<file path="src/rtl/hls_deadlock_report_arbiter.sv">
// Gathers per-instance HLS deadlock monitor flags, debounces them, and reports
// confirmed offenders one at a time (round-robin) with a timestamp and sticky mask.
module hls_deadlock_report_arbiter #(
  parameter int NUM_MON = 4,
  parameter int IDX_W   = 2,
  parameter int PERSIST = 4,
  parameter int CNT_W   = 16
) (
  input  logic               clock,
  input  logic               reset,
  input  logic               enable,
  input  logic [NUM_MON-1:0] mon_block,
  input  logic               clear,
  output logic               report_valid,
  input  logic               report_ready,
  output logic [IDX_W-1:0]   report_idx,
  output logic [CNT_W-1:0]   report_cycles,
  output logic [NUM_MON-1:0] sticky_mask,
  output logic               irq
);

  typedef enum logic {IDLE, REPORT} state_e;

  localparam logic [7:0] PERSIST_C = 8'(PERSIST);

  state_e             state_q, state_d;
  logic [7:0]         cnt_q [NUM_MON];
  logic [7:0]         cnt_d [NUM_MON];
  logic [NUM_MON-1:0] confirmed_q, confirmed_d;
  logic [NUM_MON-1:0] sticky_q, sticky_d;
  logic [NUM_MON-1:0] pending, reachNow, hsOneHot;
  logic [IDX_W-1:0]   rrPtr_q, rrPtr_d;
  logic [IDX_W-1:0]   reportIdx_q, reportIdx_d;
  logic [CNT_W-1:0]   ts_q, ts_d;
  logic [CNT_W-1:0]   reportCycles_q, reportCycles_d;
  logic               reportValid_q, reportValid_d;
  logic               irq_q;
  logic               handshake;
  logic               grantFound;
  logic [IDX_W-1:0]   grantIdx;

  // Cyclic index base+offset, wrapping at NUM_MON (which need not be a power of two).
  function automatic logic [IDX_W-1:0] rrIndex(input logic [IDX_W-1:0] base, input int offset);
    int j;
    j = int'(base) + offset;
    if (j >= NUM_MON) j = j - NUM_MON;
    return IDX_W'(j);
  endfunction

  assign handshake = (state_q == REPORT) && report_ready;
  assign hsOneHot  = NUM_MON'(1) << reportIdx_q;
  assign pending   = confirmed_q & ~sticky_q;
  assign ts_d      = (ts_q == {CNT_W{1'b1}}) ? ts_q : ts_q + CNT_W'(1);

  always_comb begin
    reachNow = '0;
    for (int i = 0; i < NUM_MON; i++) begin
      if (clear) begin
        cnt_d[i] = 8'd0;
      end else if (enable && mon_block[i]) begin
        cnt_d[i] = (cnt_q[i] == PERSIST_C) ? cnt_q[i] : cnt_q[i] + 8'd1;
      end else begin
        cnt_d[i] = 8'd0;
      end
      reachNow[i] = (cnt_d[i] == PERSIST_C) && (cnt_q[i] != PERSIST_C);
    end

    confirmed_d = confirmed_q | reachNow;
    if (handshake) confirmed_d = confirmed_d & ~hsOneHot;
    if (clear) confirmed_d = '0;

    // A clear that coincides with a handshake still records the offender just reported.
    if (clear) begin
      sticky_d = handshake ? hsOneHot : '0;
    end else begin
      sticky_d = handshake ? (sticky_q | hsOneHot) : sticky_q;
    end
  end

  always_comb begin
    grantFound = 1'b0;
    grantIdx   = '0;
    for (int k = 0; k < NUM_MON; k++) begin
      if (!grantFound && pending[rrIndex(rrPtr_q, k)]) begin
        grantFound = 1'b1;
        grantIdx   = rrIndex(rrPtr_q, k);
      end
    end
  end

  always_comb begin
    state_d        = state_q;
    reportValid_d  = reportValid_q;
    reportIdx_d    = reportIdx_q;
    reportCycles_d = reportCycles_q;
    rrPtr_d        = rrPtr_q;
    unique case (state_q)
      IDLE: begin
        if (enable && grantFound) begin
          reportIdx_d    = grantIdx;
          reportCycles_d = ts_q;
          reportValid_d  = 1'b1;
          state_d        = REPORT;
        end
      end
      REPORT: begin
        if (report_ready) begin
          reportValid_d = 1'b0;
          rrPtr_d       = (reportIdx_q == IDX_W'(NUM_MON - 1)) ? '0 : reportIdx_q + IDX_W'(1);
          state_d       = IDLE;
        end
      end
      default: state_d = IDLE;
    endcase
  end

  always_ff @(posedge clock or posedge reset) begin
    if (reset) begin
      state_q        <= IDLE;
      for (int i = 0; i < NUM_MON; i++) cnt_q[i] <= 8'd0;
      confirmed_q    <= '0;
      sticky_q       <= '0;
      rrPtr_q        <= '0;
      reportIdx_q    <= '0;
      reportCycles_q <= '0;
      reportValid_q  <= 1'b0;
      ts_q           <= '0;
      irq_q          <= 1'b0;
    end else begin
      state_q        <= state_d;
      cnt_q          <= cnt_d;
      confirmed_q    <= confirmed_d;
      sticky_q       <= sticky_d;
      rrPtr_q        <= rrPtr_d;
      reportIdx_q    <= reportIdx_d;
      reportCycles_q <= reportCycles_d;
      reportValid_q  <= reportValid_d;
      ts_q           <= ts_d;
      irq_q          <= |sticky_q;
    end
  end

  assign report_valid  = reportValid_q;
  assign report_idx    = reportIdx_q;
  assign report_cycles = reportCycles_q;
  assign sticky_mask   = sticky_q;
  assign irq           = irq_q;

endmodule

</file>
<file path="config.mk">
export PLATFORM = sky130hd
export DESIGN_NAME = hls_deadlock_report_arbiter
export DESIGN_NICKNAME = d
export VERILOG_FILES = /design/src/rtl/hls_deadlock_report_arbiter.sv
export SDC_FILE = /design/constraint.sdc
export NUM_CORES = 1
export LEC_CHECK = 0
export CAP_MARGIN = 30
export CORE_UTILIZATION = 30
export CTS_CLUSTER_SIZE = 24
export DETAILED_ROUTE_END_ITERATION = 10
export PLACE_DENSITY = 0.53
export SLEW_MARGIN = 20
export SYNTH_ARGS = -nofsm -noshare
export SYNTH_HDL_FRONTEND = slang
export SYNTH_SLANG_ARGS = --single-unit
</file>
<file path="constraint.sdc">
create_clock -name clock -period 3.7 [get_ports clock]
set_input_delay 0.925 -clock clock [delete_from_list [all_inputs] [get_ports clock]]
set_output_delay 0.925 -clock clock [all_outputs]
set_load 0.01 [all_outputs]
</file>
==> impl_metrics.env, run 1 <==
export IMPL_status="complete, no violations"
export IMPL_vias=2853
export IMPL_finalNonFillerCells=598
export IMPL_finalSetupViolations=0
export IMPL_rsz0062_at_grt="no"
export IMPL_io_pins=33
export IMPL_drc_errors=0
export IMPL_worstPathRequired_ns=3.94
export IMPL_power_density_mw_per_mm2=395
export IMPL_clockBufferDepth=2
export IMPL_worst_setup_path_type="in2reg"
export IMPL_initial_core_util=0.312
export IMPL_synth_warnings=0
export IMPL_fin_tns_setup_ns=0
export IMPL_gp_congestion=0.786
export IMPL_cts_sinks=79
export IMPL_fmax_mhz=392
export IMPL_drv_cap=0
export IMPL_timing_clock_skew_ns=0.00670
export IMPL_fin_crit_sh=0.690
export IMPL_postCtsSetupBuffers=0
export IMPL_avgViaCountPerCell=4.77
export IMPL_htreeDepth=3
export IMPL_cts_tree="done"
export IMPL_synth_top_area_cell="dfrtp_1"
export IMPL_antenna_found_initial=0
export IMPL_drive_above_1_share=0.115
export IMPL_ant_nets=0
export IMPL_gr_total_overflow=0
export IMPL_p_int_uw=1500
export IMPL_syn_avg_cell_area_um2=10.4
export IMPL_p_leak_uw=0.00208
export IMPL_start_kind="input pin"
export IMPL_share_seq_of_total_power=0.460
export IMPL_final_common_cell="dfrtp_1"
export IMPL_drt_iter0_drc=201
export IMPL_drt_pass1_iter_count=4
export IMPL_hold_viol=0
export IMPL_ir_drop_uv=207
export IMPL_die_area_mm2=0.0137
export IMPL_die_width_um=117
export IMPL_synthArstFlopShare=1.00
export IMPL_switching_power_uw=411
export IMPL_hold_buffers=0
export IMPL_clock_latency_ns=0.33
export IMPL_crit_arrival_ns=2.79
export IMPL_synthDominantCellAreaShare=0.497
export IMPL_min_period_ns=2.55
export IMPL_syn2layout_area_growth_pct=21.2
export IMPL_synth_edff_count=0
export IMPL_grt_max_degree=37
export IMPL_wl_per_cell_um=13.4
export IMPL_syn_nets=405
export IMPL_ys_ff_latch=79
export IMPL_cts_root_buf="clkbuf_16"
export IMPL_synth_area_top_cells="dfrtp_1 50%, mux2_2 5.1%, xnor2_1 4.6%"
export IMPL_core_mm2=0.0128
export IMPL_synth_ff_type="dfrtp_1"
export IMPL_holdCritPathClass="reg2reg"
export IMPL_finalInstanceArea_mm2=0.00482
export IMPL_fp_dieH_um=117
export IMPL_yosysUniqueCellTypes=52
export IMPL_grt_pass1_wl_um=13800
export IMPL_grt_total_usage=0.130
export IMPL_end_kind="flop"
export IMPL_cts_resized=0
export IMPL_dp_cells=582
export IMPL_comb_power_share=0.034
export IMPL_tightest_slew_ns=0.784
export IMPL_slew_headroom=0.473
export IMPL_cp_max_fo=11
export IMPL_nNetsFinal=443
export IMPL_syn_area_mm2=0.00398
export IMPL_clkTransAtPathRegs_ns=0.06
export IMPL_ys_seq_area_frac=0.497
export IMPL_final_cell_mix="79 x dfrtp_1, 39 x nor2_1, 32 x clkdlybuf4s50_1, 28 x nand3_1, 28 x nand2_1"
export IMPL_placedInstanceArea_mm2=0.00450
export IMPL_antenna_cells=0
export IMPL_numCtsBuffers=9
export IMPL_grt_pass1_vias=2852
export IMPL_finalMaxSlewViolations=0
export IMPL_r2r_slack_ns=1.61
export IMPL_hpwl_um=5700
export IMPL_rows=41
export IMPL_synthCells=383
export IMPL_wirelength_um=7990
export IMPL_swShare=0.216
export IMPL_clock_power_share=0.506
export IMPL_port_buffers=32
==> Yosys cell counts, types with 2 or more instances <==
cell	instances
and3_1	9
nand4_2	2
and2_1	2
nand3b_1	2
clkbuf_1	4
or4_1	2
xnor2_1	21
dfrtp_1	79
nor4_1	3
mux2_2	18
nor2b_1	10
nor3_1	5
nand3_1	28
nand2_1	28
buf_4	3
xor2_1	21
a41oi_1	2
nand4_1	6
o21ai_0	7
buf_2	2
a31oi_1	10
nand4b_1	2
ha_1	13
inv_1	22
o22ai_1	2
nor2_1	39
a21oi_1	14
o31ai_1	3
==> cell type report <==
type	count	area, um2
fill	1253	7950
sequential	79	1980
multi-input combinational	272	1860
timing repair buffer	37	358
clock buffer	9	225
tap	172	215
clock inverter	7	104
inverter	22	83.8
==> registers in the layout, indices dropped and copies added, names as in the netlist <==
name,flops
report_idx,2
ts_q,16
report_valid,1
rrPtr_q,2
irq,1
state_q,1
report_cycles,16
confirmed_q,4
sticky_mask,4
cnt_q,32
==> per-stage QoR <==
step           total power (uW)   util  setup WS [ns]  hold slack, ns
2_1_floorplan               928      -          0.752           0.441
3_3_place_gp                959  0.352          0.883           0.465
3_5_place_dp                960  0.352          0.854           0.471
4_1_cts                    1940  0.378           1.18           0.485
5_1_grt                    1980  0.378           1.00           0.509
6_report                   1910  0.378           1.15           0.477
==> per-layer routing <==
layer,routed length (um),up-vias,GRT usage
met5,0,-,0
met4,82,0,0.0405
met3,250,8,0.0386
met2,3660,43,0.203
met1,4000,1392,0.175
li1,-,1410,-
==> cell families (layout without fill, tap and decap cells) <==
group | after synthesis | after routing | synth area share
compound gates | 50 | 50 | 0.0836
xor+xnor | 42 | 42 | 0.0924
fa+ha+maj | 13 | 13 | 0.0409
buf+inv | 32 | 75 | 0.0355
flops | 79 | 79 | 0.497
mux | 19 | 19 | 0.0534
simple gates | 148 | 148 | 0.197
==> power by group through the flow <==
stage	logic, uW	registers (uW)	clock network [uW]
floorplan	37.0	892	0
global placement	66.7	892	0
detailed placement	67.4	892	0
CTS	67.7	876	996
global route	74.9	877	1030
finish	65.4	877	965
==> critical path, stage by stage <==
cell and delay [ns]:
clkdlybuf4s50_1 0.63, a31oi_1 0.30, or4b_1 0.44, or3_1 0.30
o21ai_0 0.20
==> path summary, 6_finish.rpt <==
| check | depth (start not counted) | startpoint | to |
|---|---|---|---|
| max | 5 | clear | confirmed_q[0] |
| min | 2 | confirmed_q[2] | confirmed_q[2] |
| max reg2reg | 6 | ts_q[0] | ts_q[9] |
| min reg2reg | 2 | confirmed_q[2] | confirmed_q[2] |
| max in group asynchronous | 3 | reset | confirmed_q[0] |
| min in group asynchronous | 2 | reset | report_cycles[14] |
Note: power is estimated with default switching activity, not from simulation.
==> run 2: changes to the inputs <==
- PLACE_DENSITY: 0.53 -> 0.54
- clock period: 3.7 -> 2.15 ns (I/O delays scaled with it)
==> run 2 against run 1 <==
  * Setup slack lost 0.97 ns
  * Critical path depth grew 1
  * Count of clock-buffer cells in the layout grew 3
  * Largest power group unchanged
  * Routed wire length grew 0.45%
  * Design area grew 1.7%
  * Global-route usage grew 0.076 points
  * Core utilization grew 0.63 points
  * Combinational power grew 90%
  * Total power grew 66%
  * Via count grew 1.3%
==> impl_metrics.env, run 2 (same netlist as run 1, synthesis figures left out) <==
export IMPL_die_width_um=117
export IMPL_ir_drop_uv=339
export IMPL_port_buffers=32
export IMPL_nNetsFinal=454
export IMPL_grt_max_degree=80
export IMPL_grt_pass1_wl_um=13500
export IMPL_status="complete, no violations"
export IMPL_grt_pass1_vias=2844
export IMPL_wl_per_cell_um=13.2
export IMPL_cts_resized=0
export IMPL_avgViaCountPerCell=4.75
export IMPL_hpwl_um=5550
export IMPL_cp_max_fo=3
export IMPL_drt_iter0_drc=144
export IMPL_power_density_mw_per_mm2=644
export IMPL_rsz0062_at_grt="no"
export IMPL_regMostFlops="cnt_q"
export IMPL_drt_pass1_iter_count=4
export IMPL_final_common_cell="dfrtp_1"
export IMPL_rows=41
export IMPL_min_period_ns=1.97
export IMPL_hold_buffers=0
export IMPL_cts_root_buf="clkbuf_16"
export IMPL_initial_core_util=0.312
export IMPL_slowest_delay_ns=0.53
export IMPL_finalMaxSlewViolations=0
export IMPL_numCtsBuffers=9
export IMPL_start_kind="input pin"
export IMPL_fmax_mhz=507
export IMPL_core_mm2=0.0128
export IMPL_cp_buffers_inverters=1
export IMPL_fin_crit_sh=0.917
export IMPL_die_area_mm2=0.0137
export IMPL_clockBufferDepth=2
export IMPL_drive_above_1_share=0.133
export IMPL_gp_congestion=0.769
export IMPL_drc_errors=0
export IMPL_ant_nets=0
export IMPL_antenna_cells=0
export IMPL_final_cell_mix="79 x dfrtp_1, 39 x nor2_1, 32 x clkdlybuf4s50_1, 28 x nand3_1, 28 x nand2_1"
export IMPL_io_pins=33
export IMPL_wirelength_um=8030
export IMPL_cts_sinks=79
export IMPL_slew_headroom=0.720
export IMPL_grt_total_usage=0.131
export IMPL_finalSetupViolations=0
export IMPL_timing_clock_skew_ns=0.00557
export IMPL_clock_latency_ns=0.33
export IMPL_hold_viol=0
export IMPL_crit_arrival_ns=2.22
export IMPL_vias=2891
export IMPL_worst_setup_path_type="in2reg"
export IMPL_slowest_stage="or4_1"
export IMPL_syn2layout_area_growth_pct=23.2
export IMPL_holdCritPathClass="reg2reg"
export IMPL_end_kind="flop"
export IMPL_gr_total_overflow=0
export IMPL_drv_cap=0
export IMPL_tightest_slew_ns=0.420
export IMPL_cp_cell_sequence="clkdlybuf4s50_1 > nor2b_1 > and2_1 > nand2_1 > or4_1 > o31ai_2"
export IMPL_cp_top_family="simple AND/OR/NAND/NOR gates"
export IMPL_p_total_uw=3160
export IMPL_htreeDepth=3
export IMPL_final_util=0.384
export IMPL_clkTransAtPathRegs_ns=0.06
export IMPL_largest_reg_flops=32
export IMPL_fp_dieH_um=117
export IMPL_p_leak_uw=0.00212
export IMPL_postCtsSetupBuffers=0
export IMPL_cts_tree="done"
export IMPL_worstPathRequired_ns=2.39
export IMPL_antenna_found_initial=0
==> run 2: changes by cell type in the layout (fill, tap and decap cells not counted), moves of 2 or more <==
cell        change
clkbuf_8        +2
inv_6           -3
buf_12          +2
buf_4           +9
clkinv_4        -2
clkinvlp_4      +2
==> run 2: stage by stage <==
stage	instances	TNS [ns]	setup WS (ns)	instance area, um2	hold slack, ns
after CTS	608	0	0.192	4900	0.481
after floorplan	383	0	0.310	3980	0.441
after global routing	608	0	0.0846	4900	0.516
after global placement	593	-0.247	-0.132	4610	0.462
final	608	0	0.178	4900	0.474
after detailed placement	593	-0.390	-0.163	4610	0.469
==> run 2: path summary, 6_finish.rpt <==
kind / start / end / slack (ns) / depth (start not counted)
worst max-delay path: enable / confirmed_q[3] / 0.18 / 6
worst max register to register: cnt_q[16] / confirmed_q[1] / 0.22 / 7
min in group asynchronous: reset / report_cycles[13] / 0.68 / 3
worst min-delay path: confirmed_q[2] / confirmed_q[2] / 0.47 / 2
worst min register to register: confirmed_q[2] / confirmed_q[2] / 0.47 / 2
max in group asynchronous: reset / cnt_q[7] / 1.15 / 3
==> run 2: report_power, final <==
| part | switching [uW] | total, uW | internal [uW] |
|---|---|---|---|
| clock network | 572 | 1530 | 954 |
| registers | 10.9 | 1510 | 1500 |
| logic | 71.3 | 124 | 52.5 |
==> run 2: final cells by class <==
cell class / instances / area, um2
well taps: 172 / 215
repair buffers: 48 / 465
clock buffers: 12 / 256
clock inverters: 3 / 42.5
fillers: 1270 / 7870
multi-input cells: 272 / 1860
flip-flops and latches: 79 / 1980
inverters: 22 / 86.3
==> run 2: per-layer routing <==
metal,track usage,routed length (um),part of all wire
met3,0.0391,353,0.044
met2,0.211,3730,0.46
met4,0.0591,131,0.016
met1,0.163,3810,0.47
met5,0,0,0
==> run 2: tightest hold or removal path, delay by kind of cell, from the launching register on <==
kind,cells,cell delay (ns)
flip-flops,1,0.33
AND/OR/NAND/NOR,1,0.05
AO/OA/AOI/OAI,1,0.05
==> run 3: changes to the inputs <==
- PLACE_DENSITY: 0.54 -> default
==> run 3 against run 2 <==
  * Critical endpoint unchanged
  * Largest cell class unchanged
  * Largest power group unchanged
  * Fmax is essentially flat
  * Register-to-register slack lost 0.02 ns
  * Sequential share of layout area shrank 0.24 points
  * Highest routed layer unchanged
  * Setup slack is essentially flat
==> impl_metrics.env, run 3 (same netlist as run 1, synthesis figures left out) <==
export IMPL_syn2layout_area_growth_pct=24.0
export IMPL_worstPathRequired_ns=2.40
export IMPL_clock_latency_ns=0.34
export IMPL_cp_buffers_inverters=1
export IMPL_cts_tree="done"
export IMPL_clkTransAtPathRegs_ns=0.06
export IMPL_final_common_cell="dfrtp_1"
export IMPL_cp_top_family="simple AND/OR/NAND/NOR gates"
export IMPL_die_width_um=117
export IMPL_ir_drop_uv=385
export IMPL_cts_resized=0
export IMPL_htreeDepth=3
export IMPL_share_seq_of_total_power=0.458
export IMPL_r2r_cells=6
export IMPL_power_density_mw_per_mm2=667
export IMPL_cp_cell_sequence="clkdlybuf4s50_1 > nor2b_1 > and2_1 > nand2_1 > or4_1 > o31ai_2"
export IMPL_drv_cap=0
export IMPL_dp_slack_ns=-0.161
export IMPL_regMostFlops="cnt_q"
export IMPL_numCtsBuffers=9
export IMPL_switching_power_uw=696
export IMPL_min_to="confirmed_q[2]"
export IMPL_finalMaxSlewViolations=0
export IMPL_p_int_uw=2590
export IMPL_drive_above_1_share=0.137
export IMPL_port_buffers=32
export IMPL_hold_ws_ns=0.483
export IMPL_fp_dieH_um=117
export IMPL_slowest_delay_ns=0.54
export IMPL_status="complete, no violations"
export IMPL_min_period_ns=1.97
export IMPL_r2r_slack_ns=0.20
export IMPL_crit_arrival_ns=2.22
export IMPL_rows=41
export IMPL_hold_depth=2
export IMPL_final_cell_mix="79 x dfrtp_1, 39 x nor2_1, 32 x clkdlybuf4s50_1, 28 x nand3_1, 28 x nand2_1"
export IMPL_fillers=1242
export IMPL_drt_iter0_drc=114
export IMPL_cp_max_fo=4
export IMPL_slowest_stage="or4_1"
export IMPL_worst_setup_path_type="in2reg"
export IMPL_multiInputGateArea_mm2=0.00186
export IMPL_initial_core_util=0.312
export IMPL_hold_viol=0
export IMPL_grt_total_usage=0.129
export IMPL_gp_congestion=0.793
export IMPL_ant_nets=0
export IMPL_timing_clock_skew_ns=0.00782
export IMPL_hold_buffers=0
export IMPL_start_kind="input pin"
export IMPL_io_pins=33
export IMPL_cts_root_buf="clkbuf_16"
export IMPL_vias=2860
export IMPL_worst_slack_ns=0.178
export IMPL_hpwl_um=5750
export IMPL_nNetsFinal=455
export IMPL_swShare=0.212
export IMPL_antenna_cells=0
export IMPL_reg2reg_from="report_idx[0]"
export IMPL_r2r_end="confirmed_q[0]"
export IMPL_avgViaCountPerCell=4.70
export IMPL_fmax_mhz=507
export IMPL_rsz0062_at_grt="no"
export IMPL_grt_pass1_wl_um=13400
export IMPL_holdCritPathClass="reg2reg"
export IMPL_wirelength_um=7960
export IMPL_gr_total_overflow=0
export IMPL_tightest_slew_ns=0.361
export IMPL_slew_headroom=0.757
export IMPL_clockBufferDepth=2
export IMPL_antenna_found_initial=0
export IMPL_clock_power_share=0.504
export IMPL_drt_pass1_iter_count=4
export IMPL_grt_max_degree=38
export IMPL_postCtsSetupBuffers=0
export IMPL_largest_reg_flops=32
export IMPL_p_leak_uw=0.00214
export IMPL_grt_pass1_vias=2810
export IMPL_drc_errors=0
export IMPL_regArea_mm2=0.00198
export IMPL_core_mm2=0.0128
export IMPL_die_area_mm2=0.0137
export IMPL_fin_crit_sh=0.917
export IMPL_worstHoldStart="confirmed_q[2]"
export IMPL_cts_sinks=79
export IMPL_comb_power_share=0.038
export IMPL_end_kind="flop"
export IMPL_wl_per_cell_um=13.1
export IMPL_finalSetupViolations=0
-- run 3: cell types whose count changed in the layout (fill, tap and decap cells not counted), sizes merged --
cell and change:
bufinv +1, clkbuf -2, inv +1, buf +1
-- run 3: worst max-delay path by stage --
| stage | startpoint | end | slack [ns] | cells past startpoint |
|---|---|---|---|---|
| 2_1_floorplan | report_idx[0] | confirmed_q[0] | 0.31 | 6 |
| 3_3_place_gp | enable | confirmed_q[3] | -0.12 | 6 |
| 3_5_place_dp | clear | confirmed_q[3] | -0.16 | 6 |
| 4_1_cts | report_idx[0] | report_idx[0] | 0.19 | 1 |
| 5_1_grt | report_idx[0] | confirmed_q[0] | 0.04 | 6 |
| 6_report | clear | confirmed_q[3] | 0.18 | 6 |
-- run 3: power by group through the flow --
stage	Clock [uW]	Combinational (uW)	Sequential, uW
final	1660	126	1510
after global routing	1780	143	1510
after CTS	1710	130	1510
after detailed placement	0	129	1540
after global placement	0	128	1530
after floorplan	0	64.0	1530
-- run 3: worst min-delay path: stages (launching register included) --
cell and delay [ns]:
dfrtp_1 0.34, nand2_1 0.05, o31ai_1 0.06
-- run 3: final cells by class --
cell class	count	share of cell area
clock inverter	5	0.0165
clock buffer	10	0.0484
sequential	79	0.401
tap	172	0.0436
multi-input combinational	272	0.377
inverter	22	0.0175
timing repair buffer	49	0.0959
-- run 3: layer usage --
layer  routed length (um)  vias to the layer above  GRT usage
met5                    0                        -          0
met4                   91                        0     0.0397
met3                  372                        7     0.0541
met2                 3500                       48      0.194
met1                 4000                     1373      0.169
li1                     -                     1432          -
-- run 3: per-stage QoR --
| step | cell area [um2] | setup TNS, ns | cells | power, uW | utilization |
|---|---|---|---|---|---|
| finish | 4930 | 0 | 609 | 3290 | 0.386 |
| global route | 4930 | 0 | 609 | 3430 | 0.386 |
| CTS | 4930 | 0 | 609 | 3350 | 0.386 |
| detailed placement | 4610 | -0.335 | 594 | 1660 | 0.361 |
| global placement | 4610 | -0.208 | 594 | 1660 | 0.361 |
| floorplan | 3980 | 0 | 383 | 1600 | - |
